`config.mk`:
```
export PLATFORM = sky130hd
export DESIGN_NAME = adc_spi_master_flat
export DESIGN_NICKNAME = d
export VERILOG_FILES = /design/src/rtl/adc_spi_master_if.sv /design/src/rtl/adc_spi_master.sv /design/src/flat_wrapper.sv
export SDC_FILE = /design/constraint.sdc
export NUM_CORES = 1
export LEC_CHECK = 0
export ABC_AREA = 1
export CORE_ASPECT_RATIO = 1.25
export CORE_UTILIZATION = 59
export CTS_BUF_LIST = sky130_fd_sc_hd__clkbuf_4 sky130_fd_sc_hd__clkbuf_8 sky130_fd_sc_hd__clkbuf_16
export CTS_CLUSTER_SIZE = 10
export DETAILED_ROUTE_END_ITERATION = 12
export GPL_TIMING_DRIVEN = 0
export HOLD_SLACK_MARGIN = 0.06
export PLACE_DENSITY = 0.79
export SETUP_SLACK_MARGIN = 0.4
export SLEW_MARGIN = 20
export SYNTH_ARGS = -nofsm -noshare
export SYNTH_HDL_FRONTEND = slang
export SYNTH_SLANG_ARGS = --single-unit
```
`constraint.sdc`:
```
create_clock -name clk_i -period 2.8 [get_ports clk_i]
set_input_delay 0.56 -clock clk_i [delete_from_list [all_inputs] [get_ports clk_i]]
set_output_delay 0.56 -clock clk_i [all_outputs]
set_load 0.01 [all_outputs]
```
`src/rtl/adc_spi_master_if.sv`:
```
// adc_spi_master_if
// Sample handshake between the averaging acquisition stage and the ADC
// serial front end.
//   adc_data_req_i  conversion request, acquisition stage -> front end
//   adc_data_rdy_o  sample valid (level), front end -> acquisition stage
//   adc_data_o      12-bit sample, front end -> acquisition stage
//   adc_err_o       leading-zero violation flag, front end -> acquisition stage
// The _i/_o suffixes are named from the front end's point of view.
// Modports: master = acquisition stage, slave = adc_spi_master.
interface adc_spi_master_if;
  logic        adc_data_req_i;
  logic        adc_data_rdy_o;
  logic [11:0] adc_data_o;
  logic        adc_err_o;

  modport master (
    output adc_data_req_i,
    input  adc_data_rdy_o,
    input  adc_data_o,
    input  adc_err_o
  );

  modport slave (
    input  adc_data_req_i,
    output adc_data_rdy_o,
    output adc_data_o,
    output adc_err_o
  );
endinterface

```
`src/rtl/adc_spi_master.sv`:
```
// adc_spi_master
// Serial front end for a 12-bit SPI ADC with a 16-bit frame: 4 leading
// zeros, then 12 data bits, MSB first. One frame is run per rising edge of
// the request. The captured sample is then held with a level ready until
// the next request is accepted.
// Ports:
//   clk_i        system clock
//   reset_n_i    asynchronous active-low reset
//   bus          adc_spi_master_if.slave (req / rdy / data / err)
//   spi_cs_n_o   ADC chip select, active low
//   spi_sclk_o   ADC serial clock, idles high
//   spi_sdata_i  ADC serial data, changes after the SCLK falling edge
// Parameters:
//   CLK_DIV   SCLK half-period in clk_i cycles (>= 2)
//   CS_SETUP  cycles from CS_n falling to the first SCLK falling edge (>= 1)
//   T_QUIET   minimum CS_n-high cycles between frames (>= 1)
// Build option:
//   ADC_SPI_ZERO_CHECK_EN  when defined, adc_err_o flags a frame whose four
//                          leading bits were not all zero. When undefined,
//                          adc_err_o is tied low.
module adc_spi_master #(
  parameter int CLK_DIV  = 4,
  parameter int CS_SETUP = 2,
  parameter int T_QUIET  = 4
) (
  input  logic              clk_i,
  input  logic              reset_n_i,
  adc_spi_master_if.slave   bus,
  output logic              spi_cs_n_o,
  output logic              spi_sclk_o,
  input  logic              spi_sdata_i
);

  localparam int CNT_MAX = (CLK_DIV > CS_SETUP)
                           ? ((CLK_DIV > T_QUIET) ? CLK_DIV : T_QUIET)
                           : ((CS_SETUP > T_QUIET) ? CS_SETUP : T_QUIET);
  localparam int CNT_W = $clog2(CNT_MAX + 1);

  typedef enum logic [2:0] {
    IDLE,
    SETUP,
    SHIFT,
    DONE,
    QUIET
  } state_t;

  state_t      state_q, state_d;
  logic [CNT_W-1:0] cnt_q, cnt_d;
  logic [3:0]  bit_q, bit_d;
  logic [15:0] shift_q, shift_d;
  logic        req_d_q;
  logic        pending_q, pending_d;
  logic        cs_n_q, cs_n_d;
  logic        sclk_q, sclk_d;
  logic        rdy_q, rdy_d;
  logic [11:0] data_q, data_d;
  logic        req_re;
  logic        start;
`ifdef ADC_SPI_ZERO_CHECK_EN
  logic        err_q, err_d;
`endif

  assign req_re = bus.adc_data_req_i & ~req_d_q;

  // State and datapath registers. req_d_q resets to 1 so that a request
  // held high through reset does not look like a fresh rising edge.
  always_ff @(posedge clk_i or negedge reset_n_i) begin
    if (!reset_n_i) begin
      state_q   <= IDLE;
      cnt_q     <= '0;
      bit_q     <= '0;
      shift_q   <= '0;
      req_d_q   <= 1'b1;
      pending_q <= 1'b0;
      cs_n_q    <= 1'b1;
      sclk_q    <= 1'b1;
      rdy_q     <= 1'b0;
      data_q    <= '0;
`ifdef ADC_SPI_ZERO_CHECK_EN
      err_q     <= 1'b0;
`endif
    end else begin
      state_q   <= state_d;
      cnt_q     <= cnt_d;
      bit_q     <= bit_d;
      shift_q   <= shift_d;
      req_d_q   <= bus.adc_data_req_i;
      pending_q <= pending_d;
      cs_n_q    <= cs_n_d;
      sclk_q    <= sclk_d;
      rdy_q     <= rdy_d;
      data_q    <= data_d;
`ifdef ADC_SPI_ZERO_CHECK_EN
      err_q     <= err_d;
`endif
    end
  end

  // Next-state and output logic. A request is accepted from IDLE, or
  // directly at the end of QUIET when one is already waiting, so a pending
  // request costs no extra idle cycle. In SHIFT the low phase ends by
  // sampling the ADC bit as SCLK is driven high. The high phase of bit 15
  // ends the frame by raising CS_n on the way into DONE.
  always_comb begin
    state_d   = state_q;
    cnt_d     = cnt_q;
    bit_d     = bit_q;
    shift_d   = shift_q;
    pending_d = pending_q;
    cs_n_d    = cs_n_q;
    sclk_d    = sclk_q;
    rdy_d     = rdy_q;
    data_d    = data_q;
`ifdef ADC_SPI_ZERO_CHECK_EN
    err_d     = err_q;
`endif
    start     = 1'b0;

    case (state_q)
      IDLE: begin
        if (req_re || pending_q) begin
          start = 1'b1;
        end
      end
      SETUP: begin
        if (cnt_q == CNT_W'(CS_SETUP - 1)) begin
          cnt_d   = '0;
          sclk_d  = 1'b0;
          state_d = SHIFT;
        end else begin
          cnt_d = cnt_q + 1'b1;
        end
      end
      SHIFT: begin
        if (cnt_q == CNT_W'(CLK_DIV - 1)) begin
          cnt_d = '0;
          if (!sclk_q) begin
            sclk_d  = 1'b1;
            shift_d = (shift_q << 1) | {15'd0, spi_sdata_i};
          end else if (bit_q == 4'd15) begin
            cs_n_d  = 1'b1;
            state_d = DONE;
          end else begin
            sclk_d = 1'b0;
            bit_d  = bit_q + 4'd1;
          end
        end else begin
          cnt_d = cnt_q + 1'b1;
        end
      end
      DONE: begin
        data_d  = shift_q[11:0];
        rdy_d   = 1'b1;
`ifdef ADC_SPI_ZERO_CHECK_EN
        err_d   = |shift_q[15:12];
`endif
        cnt_d   = '0;
        state_d = QUIET;
      end
      QUIET: begin
        if (cnt_q == CNT_W'(T_QUIET - 1)) begin
          cnt_d = '0;
          if (req_re || pending_q) begin
            start = 1'b1;
          end else begin
            state_d = IDLE;
          end
        end else begin
          cnt_d = cnt_q + 1'b1;
        end
      end
      default: begin
        state_d = IDLE;
      end
    endcase

    if (start) begin
      state_d = SETUP;
      cnt_d   = '0;
      bit_d   = '0;
      cs_n_d  = 1'b0;
      sclk_d  = 1'b1;
      rdy_d   = 1'b0;
`ifdef ADC_SPI_ZERO_CHECK_EN
      err_d   = 1'b0;
`endif
    end

    // Only one request can wait; further edges while one is pending are lost.
    if (start) begin
      pending_d = 1'b0;
    end else if (req_re && (state_q != IDLE)) begin
      pending_d = 1'b1;
    end
  end

  assign spi_cs_n_o         = cs_n_q;
  assign spi_sclk_o         = sclk_q;
  assign bus.adc_data_rdy_o = rdy_q;
  assign bus.adc_data_o     = data_q;
`ifdef ADC_SPI_ZERO_CHECK_EN
  assign bus.adc_err_o      = err_q;
`else
  assign bus.adc_err_o      = 1'b0;
`endif

endmodule
```
`src/flat_wrapper.sv`:
```
// flat-port wrapper written by rule: the top's interface ports become plain ports
module adc_spi_master_flat 
#(
  parameter int CLK_DIV  = 4,
  parameter int CS_SETUP = 2,
  parameter int T_QUIET  = 4
)
  (clk_i, reset_n_i, spi_cs_n_o, spi_sclk_o, spi_sdata_i, bus_adc_data_req_i, bus_adc_data_rdy_o, bus_adc_data_o, bus_adc_err_o);
  adc_spi_master_if bus_i ();
  input  logic clk_i;
  input  logic reset_n_i;
  output logic spi_cs_n_o;
  output logic spi_sclk_o;
  input  logic spi_sdata_i;
  input wire logic [$bits(bus_i.adc_data_req_i)-1:0] bus_adc_data_req_i;
  output wire logic [$bits(bus_i.adc_data_rdy_o)-1:0] bus_adc_data_rdy_o;
  output wire logic [$bits(bus_i.adc_data_o)-1:0] bus_adc_data_o;
  output wire logic [$bits(bus_i.adc_err_o)-1:0] bus_adc_err_o;
  assign bus_i.adc_data_req_i = bus_adc_data_req_i;
  assign bus_adc_data_rdy_o = bus_i.adc_data_rdy_o;
  assign bus_adc_data_o = bus_i.adc_data_o;
  assign bus_adc_err_o = bus_i.adc_err_o;
  adc_spi_master #(.CLK_DIV(CLK_DIV), .CS_SETUP(CS_SETUP), .T_QUIET(T_QUIET)) u_core (.clk_i(clk_i), .reset_n_i(reset_n_i), .bus(bus_i), .spi_cs_n_o(spi_cs_n_o), .spi_sclk_o(spi_sclk_o), .spi_sdata_i(spi_sdata_i));
endmodule
```
==> impl_metrics.prom, run 1 <==
# TYPE chip_impl_metric gauge
chip_impl_metric{name="drt_first_iter_violations",unit=""} 41
chip_impl_info{name="status",value="complete, no violations"} 1
chip_impl_metric{name="detailedPlacementHpwl",unit="mm"} 2.72
chip_impl_metric{name="final-max-slew-violation-count",unit=""} 0
chip_impl_info{name="unrepaired_setup_endpoints_after_global_routing",value="no"} 1
chip_impl_metric{name="initial_core_util",unit=""} 0.623
chip_impl_metric{name="dieArea",unit="um2"} 3340
chip_impl_metric{name="timing.clock.skew",unit="ns"} 0.00784
chip_impl_info{name="timing.critical_path.cells",value="clkdlybuf4s50_1"} 1
chip_impl_metric{name="internal-power",unit="W"} 0.000696
chip_impl_metric{name="die_height",unit="um"} 64.4
chip_impl_metric{name="clock_insertion_delay_worst_skew",unit="ns"} 0.34
chip_impl_metric{name="placement_rows",unit=""} 22
chip_impl_metric{name="via_cell_ratio",unit=""} 5.29
chip_impl_metric{name="postSynth.asyncResetShare",unit=""} 1.00
chip_impl_metric{name="cts_made_buffers",unit=""} 5
chip_impl_metric{name="finish.net_count",unit=""} 250
chip_impl_metric{name="worst-endpoint-required",unit="ns"} 2.24
chip_impl_metric{name="comb_power_share",unit=""} 0.030
chip_impl_metric{name="numClockSinks",unit=""} 39
chip_impl_metric{name="final_hold_viol_count",unit=""} 0
chip_impl_info{name="critPathSlowestCell",value="dfstp_2"} 1
chip_impl_info{name="clockRootBuffer",value="clkbuf_4"} 1
chip_impl_metric{name="final_layout_size_suffix_gt1_frac",unit=""} 0.124
chip_impl_metric{name="drt-wirelength-per-cell",unit="um"} 13.1
chip_impl_metric{name="number_of_antenna_violations_at_the_first_check_in_global_routing",unit=""} 0
chip_impl_metric{name="dpl.cell_count",unit=""} 269
chip_impl_metric{name="post_synth_inst_count",unit=""} 214
chip_impl_info{name="synth.largest_area_cell",value="dfrtp_1"} 1
chip_impl_metric{name="synthesis.area",unit="um2"} 1840
chip_impl_metric{name="maxClockFrequency",unit="MHz"} 494
chip_impl_info{name="library_cell_with_the_highest_instance_count_after_synthesis",value="nand2_1"} 1
chip_impl_metric{name="antenna_left",unit=""} 0
chip_impl_metric{name="setup_tns",unit="ns"} 0
chip_impl_metric{name="remaining_drc_errors",unit=""} 0
chip_impl_metric{name="netlist-cell-type-count",unit=""} 26
chip_impl_metric{name="final_wtd_congestion",unit=""} 0.861
chip_impl_metric{name="critical_path.max_stage_delay",unit="ns"} 0.58
chip_impl_info{name="post_synth_main_area_contributors",value="dfrtp_1, nand2_1, o21ai_0, inv_1, dfstp_2"} 1
chip_impl_metric{name="postSynthAreaPerCell",unit="um2"} 8.58
chip_impl_metric{name="pwr-share-seq",unit=""} 0.641
chip_impl_metric{name="grt_pass1_wl",unit="mm"} 6.26
chip_impl_info{name="synth_ff_type",value="dfrtp_1"} 1
chip_impl_info{name="timing.critical_path.max_delay_family",value="flip-flops"} 1
chip_impl_metric{name="post-cts-setup-buffer-count",unit=""} 0
chip_impl_info{name="worst-setup-path-type",value="flip-flop to output port"} 1
chip_impl_metric{name="num_io_pins",unit=""} 20
chip_impl_metric{name="power.static_leakage",unit="nW"} 1.09
chip_impl_metric{name="synth-seq-area-share",unit=""} 0.534
chip_impl_metric{name="postSynthNetCount",unit=""} 223
chip_impl_metric{name="number_of_port_buffers",unit=""} 18
chip_impl_info{name="tritoncts",value="yes"} 1
chip_impl_metric{name="yosysTopAreaCellShare",unit=""} 0.491
chip_impl_metric{name="first_global_vias",unit=""} 1550
chip_impl_metric{name="power.density_cell_area",unit="nW/um2"} 416
chip_impl_metric{name="clkSlewWorstSetupHoldPaths",unit="ns"} 0.11
chip_impl_metric{name="post-route-util",unit=""} 0.728
chip_impl_metric{name="finalWorstPathRequiredPeriod",unit="ns"} 2.03
chip_impl_metric{name="cp_max_fo",unit=""} 5
chip_impl_metric{name="diode_count",unit=""} 0
chip_impl_metric{name="vias",unit=""} 1471
chip_impl_metric{name="post-route-period-util",unit=""} 0.723
chip_impl_metric{name="cap_violations",unit=""} 0
chip_impl_metric{name="area_growth_syn_to_layout",unit="%"} 16.8
chip_impl_info{name="critPathLaunchType",value="flip-flop"} 1
chip_impl_metric{name="clockBufferDepth",unit=""} 2
chip_impl_metric{name="core_box_area",unit="um2"} 2950
chip_impl_metric{name="cts.htree.levels",unit=""} 2
chip_impl_metric{name="power.ir.vdd_worst",unit="uV"} 460
chip_impl_metric{name="pin_count_of_the_biggest_net_entering_global_routing",unit=""} 32
chip_impl_metric{name="proportion_of_power_drawn_by_the_clock_network",unit=""} 0.329
chip_impl_metric{name="grt_use_total",unit=""} 0.256
chip_impl_metric{name="worstPathArrival",unit="ns"} 1.47
chip_impl_info{name="synth_top_cells_by_count",value="nand2_1, dfrtp_1, inv_1, o21ai_0, nor2_1"} 1
chip_impl_metric{name="yosys_warnings",unit=""} 0
chip_impl_metric{name="grt_overflow_total",unit=""} 0
chip_impl_metric{name="power.switching_fraction",unit=""} 0.219
chip_impl_metric{name="final_cells",unit=""} 278
chip_impl_metric{name="setup_violations",unit=""} 0
chip_impl_info{name="end_kind",value="output port"} 1
chip_impl_metric{name="critical_path_buf_inv_count",unit=""} 1
chip_impl_metric{name="synth-seq-cells",unit=""} 39
chip_impl_info{name="timing.hold.worst.class",value="flip-flop to flip-flop"} 1
chip_impl_metric{name="post_synth_edffs",unit=""} 0
chip_impl_metric{name="dieWidth",unit="um"} 51.9
chip_impl_metric{name="routed_wirelength",unit="mm"} 3.65
chip_impl_metric{name="drt-pass1-iter-count",unit=""} 4
chip_impl_metric{name="power_dissipated_by_switching_net_loads",unit="W"} 0.000195
worst paths after layout:
path | startpoint | endpoint | slack (ns) | cells after the start
worst max-delay path | u_core.spi_sclk_o$_DFFE_PN1P_ | spi_sclk_o | 0.77 | 1
worst min-delay path | u_core.bus.adc_data_o[0]$_DFFE_PN0P_ | u_core.bus.adc_data_o[0]$_DFFE_PN0P_ | 0.50 | 2
worst max register to register | u_core.cnt_q[0]$_DFFE_PN0P_ | u_core.bit_q[2]$_DFFE_PN0P_ | 1.04 | 10
worst min register to register | u_core.bus.adc_data_o[0]$_DFFE_PN0P_ | u_core.bus.adc_data_o[0]$_DFFE_PN0P_ | 0.50 | 2
max in group asynchronous | reset_n_i | u_core.req_d_q$_DFF_PN1_ | 1.72 | 3
min in group asynchronous | reset_n_i | u_core.bit_q[3]$_DFFE_PN0P_ | 0.59 | 2
final cells by class:
| class | count | area, um2 |
|---|---|---|
| Fill cell | 227 | 802 |
| Timing Repair Buffer | 20 | 205 |
| Clock buffer | 7 | 52.6 |
| Sequential cell | 39 | 980 |
| Buffer | 6 | 43.8 |
| Multi-Input combinational cell | 142 | 711 |
| Clock inverter | 1 | 5.00 |
| Tap cell | 36 | 45.0 |
| Inverter | 27 | 101 |
through the flow:
stage	hold slack, ns	power, W	worst slack, ns	area, um2
2_1_floorplan	0.264	0.000589	1.23	1840
3_3_place_gp	0.470	0.000605	0.351	2060
3_5_place_dp	0.430	0.000609	0.978	2080
4_1_cts	0.504	0.000906	0.758	2140
5_1_grt	0.529	0.000934	0.731	2140
6_report	0.497	0.000892	0.774	2140
flip-flops by register name, indices dropped and copies added, names as in the netlist:
register,count
u_core.bus.adc_data_rdy_o,1
u_core.pending_q,1
u_core.shift_q,12
u_core.state_q,3
u_core.req_d_q,1
u_core.spi_cs_n_o,1
u_core.bit_q,4
u_core.cnt_q,3
u_core.bus.adc_data_o,12
u_core.spi_sclk_o,1
metal layers:
layer  track usage  share of wire  vias to the layer above
met5             0              0                        -
li1              -              -                      724
met4         0.128          0.013                        0
met3        0.0690          0.040                        6
met2         0.447           0.54                       39
met1         0.274           0.41                      702
timing repair:
item                                   in CTS  in global routing
hold buffers                                1                  0
gates resized for setup                     0                  0
endpoints found under the hold margin       6                  0
cells in the final DEF (no fill, tap or decap), types with 2 or more instances in the layout:
| master | netlist | routed |
|---|---|---|
| nand2_2 | 2 | 2 |
| clkbuf_4 | 0 | 7 |
| buf_6 | 2 | 2 |
| clkdlybuf4s50_1 | 0 | 17 |
| dfstp_2 | 3 | 3 |
| nor2_1 | 17 | 17 |
| nand2_4 | 2 | 2 |
| o21ai_1 | 6 | 6 |
| ha_1 | 5 | 5 |
| inv_1 | 24 | 24 |
| o21ai_0 | 24 | 24 |
| nand2_1 | 60 | 60 |
| inv_2 | 3 | 3 |
| buf_2 | 2 | 3 |
| dfrtp_1 | 36 | 36 |
| xor2_1 | 2 | 2 |
| a21oi_1 | 4 | 4 |
| nand3_1 | 12 | 12 |
logic make-up after synthesis:
| logic type | synth area share |
|---|---|
| flip-flops | 0.534 |
| AND/OR/NAND/NOR | 0.234 |
| buffers and inverters | 0.0791 |
| multiplexers | 0.00613 |
| other | 0.00204 |
| AO/OA/AOI/OAI | 0.101 |
| XOR/XNOR | 0.00955 |
| adder cells (fa/ha/maj) | 0.0341 |
power groups by stage:
stage | clock network (W) | logic (W) | registers, W
after CTS | 0.000306 | 0.0000282 | 0.000571
after floorplan | 0 | 0.00000735 | 0.000581
after detailed placement | 0 | 0.0000270 | 0.000582
after global placement | 0 | 0.0000230 | 0.000582
after global routing | 0.000330 | 0.0000320 | 0.000572
final | 0.000293 | 0.0000271 | 0.000571
Power figures use the tool's default switching activity.
==> run 2: changes to the inputs <==
--- a/config.mk
+++ b/config.mk
@@ -7,13 +7,13 @@
 export LEC_CHECK = 0
 export ABC_AREA = 1
 export CORE_ASPECT_RATIO = 1.25
-export CORE_UTILIZATION = 59
+export CORE_UTILIZATION = 50
 export CTS_BUF_LIST = sky130_fd_sc_hd__clkbuf_4 sky130_fd_sc_hd__clkbuf_8 sky130_fd_sc_hd__clkbuf_16
 export CTS_CLUSTER_SIZE = 10
 export DETAILED_ROUTE_END_ITERATION = 12
 export GPL_TIMING_DRIVEN = 0
 export HOLD_SLACK_MARGIN = 0.06
-export PLACE_DENSITY = 0.79
+export PLACE_DENSITY = 0.71
 export SETUP_SLACK_MARGIN = 0.4
 export SLEW_MARGIN = 20
 export SYNTH_ARGS = -nofsm -noshare
==> constraint.sdc (replaced) <==
create_clock -name clk_i -period 1.8 [get_ports clk_i]
set_input_delay 0.36 -clock clk_i [delete_from_list [all_inputs] [get_ports clk_i]]
set_output_delay 0.36 -clock clk_i [all_outputs]
set_load 0.01 [all_outputs]
==> impl_metrics.prom, run 2 (same netlist as run 1, synthesis figures left out) <==
# TYPE chip_impl_metric gauge
chip_impl_metric{name="diode_count",unit=""} 0
chip_impl_info{name="critPathSlowestCell",value="dfrtp_1"} 1
chip_impl_metric{name="clkSlewWorstSetupHoldPaths",unit="ns"} 0.07
chip_impl_metric{name="remaining_drc_errors",unit=""} 0
chip_impl_metric{name="num_io_pins",unit=""} 20
chip_impl_metric{name="timing.clock.skew",unit="ns"} 0.00620
chip_impl_info{name="layout.cells.most_common_list",value="nand2_1, dfrtp_1, inv_1, o21ai_0, nor2_1"} 1
chip_impl_info{name="timing.critical_path.cells",value="ha_4 -> ha_4 -> nor2_4 -> nor2_2 -> nand2_2 -> buf_6 -> nand2_4 -> nor2_4 -> nand2_1 -> o21ai_1"} 1
chip_impl_metric{name="via_cell_ratio",unit=""} 5.07
chip_impl_metric{name="cp_max_fo",unit=""} 5
chip_impl_metric{name="finish.net_count",unit=""} 258
chip_impl_metric{name="hold_slack",unit="ns"} 0.475
chip_impl_metric{name="maxClockFrequency",unit="MHz"} 656
chip_impl_metric{name="number_of_antenna_violations_at_the_first_check_in_global_routing",unit=""} 0
chip_impl_metric{name="die_height",unit="um"} 69.7
chip_impl_metric{name="power.ir.vdd_worst",unit="uV"} 601
chip_impl_metric{name="first_global_vias",unit=""} 1468
chip_impl_metric{name="pwr-share-seq",unit=""} 0.558
chip_impl_metric{name="finalWorstPathRequiredPeriod",unit="ns"} 1.53
chip_impl_info{name="worst-setup-path-type",value="flip-flop to flip-flop"} 1
chip_impl_metric{name="cap_violations",unit=""} 0
chip_impl_metric{name="clockBufferDepth",unit=""} 2
chip_impl_metric{name="area_growth_syn_to_layout",unit="%"} 30.1
chip_impl_metric{name="power.density_cell_area",unit="nW/um2"} 667
chip_impl_metric{name="cts_made_buffers",unit=""} 5
chip_impl_metric{name="power_dissipated_by_switching_net_loads",unit="W"} 0.000326
chip_impl_metric{name="comb_power_share",unit=""} 0.029
chip_impl_metric{name="initial_core_util",unit=""} 0.527
chip_impl_metric{name="final_layout_size_suffix_gt1_frac",unit=""} 0.268
chip_impl_metric{name="final-max-slew-violation-count",unit=""} 0
chip_impl_metric{name="grt_pass1_wl",unit="mm"} 6.40
chip_impl_metric{name="final_wtd_congestion",unit=""} 0.827
chip_impl_metric{name="post-route-period-util",unit=""} 0.847
chip_impl_metric{name="detailedPlacementHpwl",unit="mm"} 2.49
chip_impl_metric{name="setup_violations",unit=""} 0
chip_impl_metric{name="grt_use_total",unit=""} 0.212
chip_impl_info{name="top_usage_layer",value="met2"} 1
chip_impl_metric{name="power.switching_fraction",unit=""} 0.204
chip_impl_metric{name="drt_first_iter_violations",unit=""} 52
chip_impl_metric{name="final_critical_path_setup_slack",unit="ns"} 0.275
chip_impl_metric{name="antenna_left",unit=""} 0
chip_impl_metric{name="number_of_port_buffers",unit=""} 18
chip_impl_metric{name="proportion_of_power_drawn_by_the_clock_network",unit=""} 0.413
chip_impl_metric{name="routed_wirelength",unit="mm"} 3.74
chip_impl_info{name="timing.hold.worst.class",value="input port to async pin"} 1
chip_impl_info{name="status",value="complete, no violations"} 1
chip_impl_metric{name="design_power_total",unit="W"} 0.00159
chip_impl_metric{name="final_hold_viol_count",unit=""} 0
chip_impl_metric{name="placement_rows",unit=""} 24
chip_impl_metric{name="worst-endpoint-required",unit="ns"} 2.02
chip_impl_metric{name="cts.htree.levels",unit=""} 2
chip_impl_metric{name="drt-wirelength-per-cell",unit="um"} 12.9
chip_impl_metric{name="critical_path.max_stage_delay",unit="ns"} 0.42
chip_impl_metric{name="grt_overflow_total",unit=""} 0
chip_impl_metric{name="pin_count_of_the_biggest_net_entering_global_routing",unit=""} 30
chip_impl_info{name="tritoncts",value="yes"} 1
chip_impl_metric{name="clock_insertion_delay_worst_skew",unit="ns"} 0.29
chip_impl_metric{name="preCtsSetupSlack",unit="ns"} 0.193
chip_impl_metric{name="core_box_area",unit="um2"} 3480
chip_impl_metric{name="setup_tns",unit="ns"} 0
chip_impl_info{name="critPathLaunchType",value="flip-flop"} 1
chip_impl_metric{name="numClockSinks",unit=""} 39
chip_impl_metric{name="dieArea",unit="um2"} 3920
chip_impl_metric{name="vias",unit=""} 1464
chip_impl_metric{name="dieWidth",unit="um"} 56.2
chip_impl_info{name="clockRootBuffer",value="clkbuf_8"} 1
chip_impl_metric{name="use_met1",unit=""} 0.262
chip_impl_metric{name="internal-power",unit="W"} 0.00127
chip_impl_metric{name="power.static_leakage",unit="nW"} 1.25
chip_impl_metric{name="drt-pass1-iter-count",unit=""} 4
chip_impl_metric{name="met2_track_demand_over_resource_in_global_routing",unit=""} 0.357
chip_impl_info{name="end_kind",value="flip-flop"} 1
chip_impl_metric{name="post-route-util",unit=""} 0.686
chip_impl_info{name="unrepaired_setup_endpoints_after_global_routing",value="yes"} 1
chip_impl_metric{name="nFillCells",unit=""} 276
chip_impl_metric{name="worstPathArrival",unit="ns"} 1.74
chip_impl_metric{name="grtUsageMet3",unit=""} 0.0466
chip_impl_info{name="most_frequent_standard_cell_in_the_layout_excluding_fill_and_tap_cells",value="nand2_1"} 1
[run 2: cell types whose count changed in the layout (fill, tap and decap cells not counted), moves of 3 or more]
cell / change
clkdlybuf4s50_1: -15
o21ai_0: -10
o21ai_1: +4
o21ai_2: +6
nand2_2: +9
nor2_1: -3
dlygate4sd2_1: +13
clkbuf_8: +7
clkbuf_4: -6
nand2_1: -11
buf_6: +4
[run 2: final cells by class]
class | count | area [um2] | share of cell area
buffer | 6 | 55.1 | 0.0230
clock buffer | 8 | 104 | 0.0435
inverter | 27 | 101 | 0.0424
multi-input combinational | 142 | 816 | 0.342
sequential | 39 | 980 | 0.410
tap | 39 | 48.8 | 0.0204
timing repair buffer | 28 | 284 | 0.119
[run 2: timing repair]
action / 4_1_cts / 5_1_grt
cloned: 2 / 1
buffers inserted: 3 / 2
endpoints found under the setup margin: 44 / 37
pin swaps: 6 / 3
hold buffers: 1 / 0
endpoints found under the hold margin: 9 / 0
resized for setup: 29 / 37
[run 2: critical path: cells and delay by family, from the launching register on]
family / cells / cell delay [ns]
adders and majority gates: 2 / 0.37
AOI/OAI and AO/OA: 1 / 0.07
DFF: 1 / 0.42
and+or+nand+nor: 6 / 0.45
buffers and inverters: 1 / 0.15
[run 2: path summary, 6_finish.rpt]
path	from	to	slack [ns]	cells after the start
min in group clk_i	u_core.bus.adc_data_o[6]$_DFFE_PN0P_	u_core.bus.adc_data_o[6]$_DFFE_PN0P_	0.48	2
hold / removal	reset_n_i	u_core.state_q[1]$_DFFE_PN0P_	0.47	2
hold reg to reg	u_core.bus.adc_data_o[6]$_DFFE_PN0P_	u_core.bus.adc_data_o[6]$_DFFE_PN0P_	0.48	2
max in group asynchronous	reset_n_i	u_core.spi_cs_n_o$_DFFE_PN1P_	0.81	3
setup reg to reg	u_core.cnt_q[0]$_DFFE_PN0P_	u_core.cnt_q[0]$_DFFE_PN0P_	0.27	10
setup / recovery	u_core.cnt_q[0]$_DFFE_PN0P_	u_core.cnt_q[0]$_DFFE_PN0P_	0.27	10
[run 2: routing by layer]
metal,vias up,wire [um]
met2,19,1970
li1,741,-
met3,5,95
met4,0,43
met1,699,1630
met5,-,0
[run 2: power by group through the flow]
stage	Clock [W]	Combinational [W]	Sequential, W
after floorplan	0	0.0000114	0.000904
after global placement	0	0.0000370	0.000905
after detailed placement	0	0.0000426	0.000905
after CTS	0.000682	0.0000442	0.000888
after global routing	0.000700	0.0000542	0.000889
final	0.000658	0.0000465	0.000889
[run 2: per-stage QoR]
step | area [um2] | std cells
final | 2390 | 289
after global routing | 2390 | 289
after CTS | 2270 | 286
after detailed placement | 2100 | 272
after global placement | 2080 | 271
after floorplan | 1850 | 214
